`src/rtl/fc_layer_sequencer_pkg.sv`:
```
// fc_pkg: shared state encoding, neuron address width and weight address helper.
package fc_pkg;
  localparam int NRN_ADDR_W = 3;
  typedef enum logic [3:0] {IDLE, CLEAR, ISSUE, FEED, DRAIN, FINAL, SETTLE, WRITE, DONE} fc_seq_state_t;
  function automatic int wt_base(input int group, input int chunks);
    return group * chunks;
  endfunction
endpackage

```
`src/rtl/fc_layer_sequencer_if.sv`:
```
// fc_layer_sequencer_if: buffer read, neuron bank and result handshake signals of the sequencer.
interface fc_layer_sequencer_if #(
  parameter int FADDR_W = 3,
  parameter int WADDR_W = 6,
  parameter int GRP_W = 2
);
  import fc_pkg::*;
  logic feat_rd_en;
  logic [FADDR_W-1:0] feat_rd_addr;
  logic wt_rd_en;
  logic [WADDR_W-1:0] wt_rd_addr;
  logic nrn_rst_n;
  logic nrn_en;
  logic [NRN_ADDR_W-1:0] nrn_addr;
  logic nrn_full_data;
  logic res_valid;
  logic [GRP_W-1:0] res_group;
  logic res_ready;
  modport master (
    output feat_rd_en, feat_rd_addr, wt_rd_en, wt_rd_addr, nrn_rst_n, nrn_en, nrn_addr,
    output nrn_full_data, res_valid, res_group,
    input res_ready
  );
  modport slave (
    input feat_rd_en, feat_rd_addr, wt_rd_en, wt_rd_addr, nrn_rst_n, nrn_en, nrn_addr,
    input nrn_full_data, res_valid, res_group,
    output res_ready
  );
endinterface

```
`src/rtl/fc_layer_sequencer_counter.sv`:
```
// fc_seq_counter: clearable up-counter exposing its next value and a terminal-count flag.
module fc_seq_counter #(
  parameter int W = 3,
  parameter int MAX = 7
) (
  input  logic clk,
  input  logic reset,
  input  logic clr,
  input  logic inc,
  output logic [W-1:0] count_n,
  output logic last
);
  logic [W-1:0] count;
  assign count_n = clr ? '0 : inc ? count + 1'b1 : count;
  assign last = count == W'(MAX - 1);
  always_ff @(posedge clk or negedge reset)
    if (!reset) count <= '0;
    else count <= count_n;
endmodule

```
`src/rtl/fc_layer_sequencer.sv`:
```
// fc_layer_sequencer: steps each neuron group through clear, chunked feed, drain, final and result write.
module fc_layer_sequencer
  import fc_pkg::*;
#(
  parameter int NUM_CHUNKS = 7,
  parameter int NUM_GROUPS = 4,
  parameter int PU_LAT = 2,
  parameter int FADDR_W = 3,
  parameter int WADDR_W = 6,
  parameter int GRP_W = 2
) (
  input  logic clk,
  input  logic reset,
  input  logic start,
  output logic busy,
  output logic done,
  fc_layer_sequencer_if.master bus
);
  localparam int DW = $clog2(PU_LAT + 2);
  if (NUM_CHUNKS < 1 || NUM_CHUNKS > 8) begin : g_chk_chunks
    $error("NUM_CHUNKS must be within 1..8");
  end
  if ((1 << WADDR_W) < NUM_GROUPS * NUM_CHUNKS) begin : g_chk_waddr
    $error("WADDR_W too narrow for NUM_GROUPS*NUM_CHUNKS");
  end
  fc_seq_state_t state, state_n;
  logic [DW-1:0] drain, drain_n;
  logic chunk_clr, chunk_inc, chunk_last, grp_clr, grp_inc, grp_last;
  logic [NRN_ADDR_W-1:0] chunk_n;
  logic [GRP_W-1:0] grp_n;
  fc_seq_counter #(.W(NRN_ADDR_W), .MAX(NUM_CHUNKS)) u_chunk (
    .clk(clk), .reset(reset), .clr(chunk_clr), .inc(chunk_inc), .count_n(chunk_n), .last(chunk_last)
  );
  fc_seq_counter #(.W(GRP_W), .MAX(NUM_GROUPS)) u_group (
    .clk(clk), .reset(reset), .clr(grp_clr), .inc(grp_inc), .count_n(grp_n), .last(grp_last)
  );
  always_comb begin
    state_n = state;
    drain_n = drain;
    chunk_clr = 1'b0;
    chunk_inc = 1'b0;
    grp_clr = 1'b0;
    grp_inc = 1'b0;
    case (state)
      IDLE: begin
        grp_clr = start;
        state_n = start ? CLEAR : IDLE;
      end
      CLEAR: begin
        chunk_clr = 1'b1;
        state_n = ISSUE;
      end
      ISSUE: state_n = FEED;
      FEED: begin
        chunk_inc = !chunk_last;
        drain_n = '0;
        state_n = !chunk_last ? ISSUE : PU_LAT == 0 ? FINAL : DRAIN;
      end
      DRAIN: begin
        drain_n = drain + 1'b1;
        state_n = drain == DW'(PU_LAT - 1) ? FINAL : DRAIN;
      end
      FINAL: state_n = SETTLE;
      SETTLE: state_n = WRITE;
      WRITE: begin
        grp_inc = bus.res_ready && !grp_last;
        state_n = !bus.res_ready ? WRITE : grp_last ? DONE : CLEAR;
      end
      DONE: state_n = IDLE;
      default: state_n = IDLE;
    endcase
  end
  // Outputs are decoded from the next state so each one is a flop aligned with its state.
  always_ff @(posedge clk or negedge reset)
    if (!reset) begin
      state <= IDLE;
      drain <= '0;
      busy <= 1'b0;
      done <= 1'b0;
      bus.feat_rd_en <= 1'b0;
      bus.feat_rd_addr <= '0;
      bus.wt_rd_en <= 1'b0;
      bus.wt_rd_addr <= '0;
      bus.nrn_rst_n <= 1'b0;
      bus.nrn_en <= 1'b0;
      bus.nrn_addr <= '0;
      bus.nrn_full_data <= 1'b0;
      bus.res_valid <= 1'b0;
      bus.res_group <= '0;
    end else begin
      state <= state_n;
      drain <= drain_n;
      busy <= state_n != IDLE && state_n != DONE;
      done <= state_n == DONE;
      bus.feat_rd_en <= state_n == ISSUE;
      bus.feat_rd_addr <= FADDR_W'(chunk_n);
      bus.wt_rd_en <= state_n == ISSUE;
      bus.wt_rd_addr <= WADDR_W'(wt_base(int'(grp_n), NUM_CHUNKS) + int'(chunk_n));
      bus.nrn_rst_n <= state_n != CLEAR;
      bus.nrn_en <= state_n == FEED;
      bus.nrn_addr <= chunk_n;
      bus.nrn_full_data <= state_n == FINAL;
      bus.res_valid <= state_n == WRITE;
      bus.res_group <= grp_n;
    end
endmodule

```
`src/flat_wrapper.sv`:
```
// flat-port wrapper written by rule: the top's interface ports become plain ports
module fc_layer_sequencer_flat import fc_pkg::*;
#(
  parameter int NUM_CHUNKS = 7,
  parameter int NUM_GROUPS = 4,
  parameter int PU_LAT = 2,
  parameter int FADDR_W = 3,
  parameter int WADDR_W = 6,
  parameter int GRP_W = 2
)
  (clk, reset, start, busy, done, bus_feat_rd_en, bus_feat_rd_addr, bus_wt_rd_en, bus_wt_rd_addr, bus_nrn_rst_n, bus_nrn_en, bus_nrn_addr, bus_nrn_full_data, bus_res_valid, bus_res_group, bus_res_ready);
  fc_layer_sequencer_if #(.FADDR_W(FADDR_W), .WADDR_W(WADDR_W), .GRP_W(GRP_W)) bus_i ();
  input  logic clk;
  input  logic reset;
  input  logic start;
  output logic busy;
  output logic done;
  output wire logic [$bits(bus_i.feat_rd_en)-1:0] bus_feat_rd_en;
  output wire logic [$bits(bus_i.feat_rd_addr)-1:0] bus_feat_rd_addr;
  output wire logic [$bits(bus_i.wt_rd_en)-1:0] bus_wt_rd_en;
  output wire logic [$bits(bus_i.wt_rd_addr)-1:0] bus_wt_rd_addr;
  output wire logic [$bits(bus_i.nrn_rst_n)-1:0] bus_nrn_rst_n;
  output wire logic [$bits(bus_i.nrn_en)-1:0] bus_nrn_en;
  output wire logic [$bits(bus_i.nrn_addr)-1:0] bus_nrn_addr;
  output wire logic [$bits(bus_i.nrn_full_data)-1:0] bus_nrn_full_data;
  output wire logic [$bits(bus_i.res_valid)-1:0] bus_res_valid;
  output wire logic [$bits(bus_i.res_group)-1:0] bus_res_group;
  input wire logic [$bits(bus_i.res_ready)-1:0] bus_res_ready;
  assign bus_feat_rd_en = bus_i.feat_rd_en;
  assign bus_feat_rd_addr = bus_i.feat_rd_addr;
  assign bus_wt_rd_en = bus_i.wt_rd_en;
  assign bus_wt_rd_addr = bus_i.wt_rd_addr;
  assign bus_nrn_rst_n = bus_i.nrn_rst_n;
  assign bus_nrn_en = bus_i.nrn_en;
  assign bus_nrn_addr = bus_i.nrn_addr;
  assign bus_nrn_full_data = bus_i.nrn_full_data;
  assign bus_res_valid = bus_i.res_valid;
  assign bus_res_group = bus_i.res_group;
  assign bus_i.res_ready = bus_res_ready;
  fc_layer_sequencer #(.NUM_CHUNKS(NUM_CHUNKS), .NUM_GROUPS(NUM_GROUPS), .PU_LAT(PU_LAT), .FADDR_W(FADDR_W), .WADDR_W(WADDR_W), .GRP_W(GRP_W)) u_core (.clk(clk), .reset(reset), .start(start), .busy(busy), .done(done), .bus(bus_i));
endmodule
```
`config.mk`:
```
export PLATFORM = sky130hd
export DESIGN_NAME = fc_layer_sequencer_flat
export DESIGN_NICKNAME = d
export VERILOG_FILES = /design/src/rtl/fc_layer_sequencer_pkg.sv /design/src/rtl/fc_layer_sequencer_if.sv /design/src/rtl/fc_layer_sequencer_counter.sv /design/src/rtl/fc_layer_sequencer.sv /design/src/flat_wrapper.sv
export SDC_FILE = /design/constraint.sdc
export NUM_CORES = 1
export LEC_CHECK = 0
export CAP_MARGIN = 25
export CORE_MARGIN = 2
export CORE_UTILIZATION = 30
export DETAILED_ROUTE_END_ITERATION = 7
export RECOVER_POWER = 25
export REMOVE_ABC_BUFFERS = 1
export SKIP_LAST_GASP = 1
export SLEW_MARGIN = 20
export SYNTH_ARGS = -nofsm -noshare
export SYNTH_HDL_FRONTEND = slang
export SYNTH_SLANG_ARGS = --single-unit
```
`constraint.sdc`:
```
create_clock -name clk -period 2.5 [get_ports clk]
set_input_delay 0.25 -clock clk [delete_from_list [all_inputs] [get_ports clk]]
set_output_delay 0.25 -clock clk [all_outputs]
set_load 0.02 [all_outputs]
```
# After elaboration in Yosys (flattened, before gate mapping)
# Cells that the tools add are included.
# W data, S select, Z words.
dict set report totals {
  regBits 24
  input_bits 4
  output_inout_bits 22
  wordCells 56
}
dict set report classes {
  n_addsub 4
  mul 1
  eq_ne 17
  muxes 15
  reduce_logical 7
}
# cell count
set ops {}
lappend ops {{$pmux W4 S8} 1}
lappend ops {{$eq A4 B3 Y1 const B} 6}
lappend ops {{$eq A4 B2 Y1 const B} 4}
lappend ops {{$mux W3} 3}
lappend ops {{$mux W4} 2}
lappend ops {{$add A6 B4 Y6} 1}
lappend ops {{$mux W1} 6}
lappend ops {{$mul A2 B3 Y5 const B} 1}
lappend ops {{$add A2 B1 Y2 const B} 2}
lappend ops {{$eq A4 B1 Y1 const B} 1}
lappend ops {{$eq A4 B4 Y1 const B} 1}
lappend ops {{$logic_not A4 Y1} 1}
lappend ops {{$mux W2} 2}
lappend ops {{$ne A4 B1 Y1 const B} 1}
lappend ops {{$ne A4 B4 Y1 const B} 1}
lappend ops {{$pmux W2 S2} 1}
lappend ops {{$reduce_bool A4 Y1} 1}
lappend ops {{$add A3 B1 Y3 const B} 1}
lappend ops {{$eq A3 B3 Y1 const B} 1}
lappend ops {{$eq A2 B1 Y1 const B} 1}
lappend ops {{$eq A2 B2 Y1 const B} 1}
lappend ops {{$logic_and A1 B1 Y1} 2}
lappend ops {{$logic_not A1 Y1} 2}
lappend ops {{$reduce_bool A2 Y1} 1}

# Longest topological paths before layout
# Gate-level depths: netlist (run 1).
dict set report depth {
  word_depth 8
  mapped_depth 11
  ltp_nobuf 11
}

# Modules after synthesis
# A second synthesis (run 1) with hierarchy kept.
dict set report hier_totals {
  hier_cells 116
  hier_area_um2 1322.5
}
# module instances cells_each area_each_um2 seq_area_each_um2
set modules_own_cells {}
lappend modules_own_cells {fc_layer_sequencer 1 94 1071.0 575.6}
lappend modules_own_cells {{fc_seq_counter at u_core.u_chunk} 1 15 162.7 75.1}
lappend modules_own_cells {{fc_seq_counter at u_core.u_group} 1 7 88.8 50.0}

# Least setup slack after synthesis (run 1)
# Ideal clock, no wire load.
dict set report synth_path {
  kind {reg2reg}
  start {reg u_core.bus.res_group[0] (netlist name)}
  end {reg u_core.bus.wt_rd_addr[4]}
  setup_time_ns 0.080
  arrival_time_ns 2.382
  t_required_ns 2.420
  path_slack_ns 0.038
  stages_incl_launch_ff 11
  n_path_buf 0
  period_less_slack_ns 2.462
  path_cell_list {dfrtp_1 ha_1 nor3_2 mux2i_1 a31oi_1 ha_1 inv_1 fa_1 a21o_1 nand2_1 xnor2_1}
}
# item line_no
set synth_rtl {}
lappend synth_rtl {{to (signal assigned)} fc_layer_sequencer.sv:98} ;# bus.wt_rd_addr <= WADDR_W'(wt_base(int'(grp_n), NUM_CHUNKS) + int'(chunk_n));
lappend synth_rtl {{to (decl)} fc_layer_sequencer_if.sv:20} ;# output feat_rd_en, feat_rd_addr, wt_rd_en, wt_rd_addr, nrn_rst_n, nrn_en, nrn_addr,

# Final worst setup path (run 1)
dict set report layout_path {
  start {in bus_res_ready}
  end {reg u_core.bus.wt_rd_addr[4]}
}
dict set report layout_between {
  elab_chain_len 6
}
# item line_no
set layout_rtl {}
lappend layout_rtl {{from (decl)} flat_wrapper.sv:28} ;# input wire logic [$bits(bus_i.res_ready)-1:0] bus_res_ready;
lappend layout_rtl {{$logic_and A1 B1 Y1} fc_layer_sequencer.sv:66} ;# grp_inc = bus.res_ready && !grp_last;
lappend layout_rtl {{$mux W1} fc_layer_sequencer.sv:44} ;# case (state)
lappend layout_rtl {{$mux W2 (2 in series)} fc_layer_sequencer_counter.sv:14} ;# assign count_n = clr ? '0 : inc ? count + 1'b1 : count;
lappend layout_rtl {{via u_core.grp_n[1]} fc_layer_sequencer.sv:30} ;# logic [GRP_W-1:0] grp_n;
lappend layout_rtl {{$mul A2 B3 Y5} fc_layer_sequencer_pkg.sv:6} ;# return group * chunks;
lappend layout_rtl {{$add A6 B4 Y6} fc_layer_sequencer.sv:98}
# The timed path passes the listed nets, and every way through them passes these cells.
# A chain may end at the register's enable or synchronous reset.

==> parameters.txt, run 1 <==
Parameter                              Value

Global route
  Met1 usage in global routing    15.6%
  Remaining global-route overflow    0
  Global routing usage summed across all routing layers    12.8%
  Met3 track demand over resource in global routing    3.08%
  Global routing met2 resource utilization    21.5%
  Maximum number of pins on one net before global-route repair    25
  Initial antenna violation count    0
  First-pass GRT wire length    4500 um
  Via count of the first global-routing pass    1,035
  Most Used Layer, Global Route    met2

Logic synthesis
  Mean Syn Cell Area    10.5 um2
  Flops & latches, synth    24
  Share of the synthesized area in the top cell type    47.6%
  Largest cells by area after synthesis    sky130_fd_sc_hd__dfrtp_1, sky130_fd_sc_hd__ha_1, sky130_fd_sc_hd__nand2_1
  Most numerous cell types in the synthesized netlist    sky130_fd_sc_hd__dfrtp_1, sky130_fd_sc_hd__nand2_1, sky130_fd_sc_hd__ha_1
  Synthesized-area fraction occupied by xor and xnor cells    2.78%
  Share of synthesized area occupied by flip-flops and latches    47.6%
  Post-synth EDFFs    0
  Cell area after synthesis    0.00126 mm2
  Primary FF master, synth    sky130_fd_sc_hd__dfrtp_1
  Count of distinct cell types in the synthesized netlist    36
  Synth Area in Compound Gates    12.9%
  Combinational family with the most area after synthesis    simple AND/OR/NAND/NOR gates
  Simple-gate portion of the synthesized area    16.7%
  Proportion of synthesized area in mux cells    1.59%
  Area leader, netlist    sky130_fd_sc_hd__dfrtp_1
  Async S/R FF share, synth    100%
  Adder-cell share of the synthesized area    12.5%
  Cell with the most instances after synthesis    sky130_fd_sc_hd__dfrtp_1
  Count of warnings emitted by yosys    0
  Number of standard cells after synthesis    120

CTS
  Clock Tree Buf Depth    2
  Maximum level of the CTS H-tree    1
  Clock Latency Late Sink    260 ps
  CTS clock-pin slew for the worst setup and hold paths    70 ps
  Clk Tree Root Cell    sky130_fd_sc_hd__clkbuf_8
  Clock tree from TritonCTS    done
  # clock sinks    24
  Clock buffers created by TritonCTS    3

STA
  Final setup skew    5.27 ps
  Number of failing setup endpoints in the final timing report    0
  Max-slew headroom at the worst pin    12.5%
  Final Hold Vio Count    0
  Pins Over Slew Limit    0
  Portion of the clock cycle consumed by the worst path in the final layout    93.5%
  Fmax    428 MHz
  Setup ws final    163 ps
  Unrepaired setup endpoints after global routing    false
  Tmin final    2340 ps
  Slew at the pin with the worst max-slew slack    1310 ps

Floorplanning
  Number of top-level design ports    26
  Floorplan core area    0.00403 mm2
  Starting density of the core    31.3%
  Die Area    0.00474 mm2
  Die H    68.8 um
  Placement row count    23
  Die width    68.8 um

Hold path
  Min-Delay Path Class    reg -> reg

Placement
  Quantity of I/O buffers inserted on ports    25
  Cells after DPL    200
  DPL Wire Length    2050 um
  Global placer's final weighted congestion    0.864
  Post-Place Cell Area    0.00162 mm2
  Pre-CTS worst setup slack    -126 ps

Detailed routing
  Detailed router's first-iteration violation count    44
  Routed wire length    2710 um
  Post-route antenna net violation count    0
  Vias after detailed routing    1,003
  Post-detailed-route wirelength per cell    13.3 um
  Number of vias per cell    4.92
  Length of the first detailed-routing pass in iterations    4
  Drc violations    0

Pwr
  Leak    0.740 nW
  Max VDD drop    0.000733 V
  Power density over the cells    1350 mW/mm2

Run status
  Outcome    completed

Setup path
  Critical path required time    2690 ps
  Element type at the critical path end    register
  Critical Setup Path Class    in -> reg
  Critical path data arrival time    2520 ps
  Setup crit start kind    primary input
  Critical-path maximum fanout    2

Layout
  Antenna diodes    0
  Area Overhead vs Synth    32.8%
  Final std cell area, no fill    0.00168 mm2
  Share of post-route cells with drive strength above 1    14.3%
  # nets final    172
  Fin cells    204

Run
  Number of max-capacitance violations reported    0
==> cell type report <==
class | count | area [um2]
clock buffers | 3 | 41.3
fillers | 381 | 2350
inverters | 6 | 22.5
multi-input cells | 82 | 597
flip-flops and latches | 24 | 601
well taps | 50 | 62.6
repair buffers | 39 | 352
==> final timing paths <==
| check | start | endpoint | slack (ps) | depth (start not counted) |
|---|---|---|---|---|
| max | bus_res_ready | u_core.bus.wt_rd_addr[4]$_DFF_PN0_ | 160 | 11 |
| min | u_core.drain[0]$_DFFE_PN0P_ | u_core.drain[0]$_DFFE_PN0P_ | 540 | 1 |
| max reg2reg | u_core.state[3]$_DFF_PN0_ | u_core.bus.wt_rd_addr[4]$_DFF_PN0_ | 180 | 10 |
| min reg2reg | u_core.drain[0]$_DFFE_PN0P_ | u_core.drain[0]$_DFFE_PN0P_ | 540 | 1 |
| max in group asynchronous | reset | u_core.drain[0]$_DFFE_PN0P_ | 930 | 2 |
| min in group asynchronous | reset | u_core.state[0]$_DFF_PN0_ | 800 | 2 |
==> power breakdown <==
group          leakage (nW)  switching (W)  internal, W  total, W
clock                0.0216       0.000115     0.000108  0.000223
sequential            0.298      0.0000926     0.000533  0.000625
combinational         0.420       0.000758     0.000659   0.00142
==> logic make-up (layout without fill, tap and decap cells) <==
| logic type | Yosys count | after routing |
|---|---|---|
| simple gates | 39 | 39 |
| compound gates | 25 | 25 |
| flops | 24 | 24 |
| buf+inv | 14 | 48 |
| fa+ha+maj | 12 | 12 |
| xor+xnor | 4 | 4 |
| mux | 2 | 2 |
==> state kept, by name, indices dropped and copies added, names as in the netlist <==
name and cells:
u_core.bus.wt_rd_addr 6, u_core.state 4, u_core.bus.feat_rd_addr 3, u_core.bus.res_group 2
u_core.drain 2, u_core.bus.feat_rd_en 1, u_core.bus.nrn_en 1, u_core.bus.nrn_full_data 1
u_core.bus.nrn_rst_n 1, u_core.bus.res_valid 1, u_core.busy 1, u_core.done 1
==> what timing repair did <==
action | 4_1_cts | 5_1_grt
hold buffers | 0 | 0
endpoints found under the setup margin | 0 | 1
buffers inserted | 0 | 1
resized for setup | 0 | 3
==> metrics by stage <==
stage	power (W)	setup TNS, ps	utilization, %	hold WS (ps)
CTS	0.00226	0	41.2	360
global route	0.00246	0	41.6	570
detailed placement	0.00201	-126	40.2	529
finish	0.00226	0	41.6	539
global placement	0.00200	-60.7	40.2	503
floorplan	0.00144	0	-	-45.6
==> worst max-delay path, stage by stage <==
cell	delay (ps)
sky130_fd_sc_hd__clkdlybuf4s50_1	490
sky130_fd_sc_hd__nand3_2	120
sky130_fd_sc_hd__nor3_4	250
sky130_fd_sc_hd__mux2i_1	250
sky130_fd_sc_hd__a31oi_1	90
sky130_fd_sc_hd__ha_1	300
sky130_fd_sc_hd__inv_1	70
sky130_fd_sc_hd__fa_2	370
sky130_fd_sc_hd__a21o_1	160
sky130_fd_sc_hd__nand2_1	70
sky130_fd_sc_hd__xnor2_1	110
==> cells in the final DEF, fill, tap and decap left out, drive strengths merged, types with 3 or more instances in the layout <==
cell type,instances
nor3,3
nor2,7
inv,6
nand2,12
dfrtp,24
clkdlybuf4s50,24
buf,13
ha,11
a31oi,5
nand3,5
o21ai,6
clkbuf,4
a21oi,5
==> layer usage <==
layer / vias to the layer above / wire, um
met3: 5 / 146
li1: 484 / -
met1: 481 / 1230
met2: 33 / 1300
met5: - / 0
met4: 0 / 31
Note: power is estimated with default switching activity, not from simulation.
==> run 2: changes to the inputs <==
- ABC_CLOCK_PERIOD_IN_PS: not set -> 2500
==> results of run 2 <==
The final DEF is identical to that of run 1; final timing and power are the same.
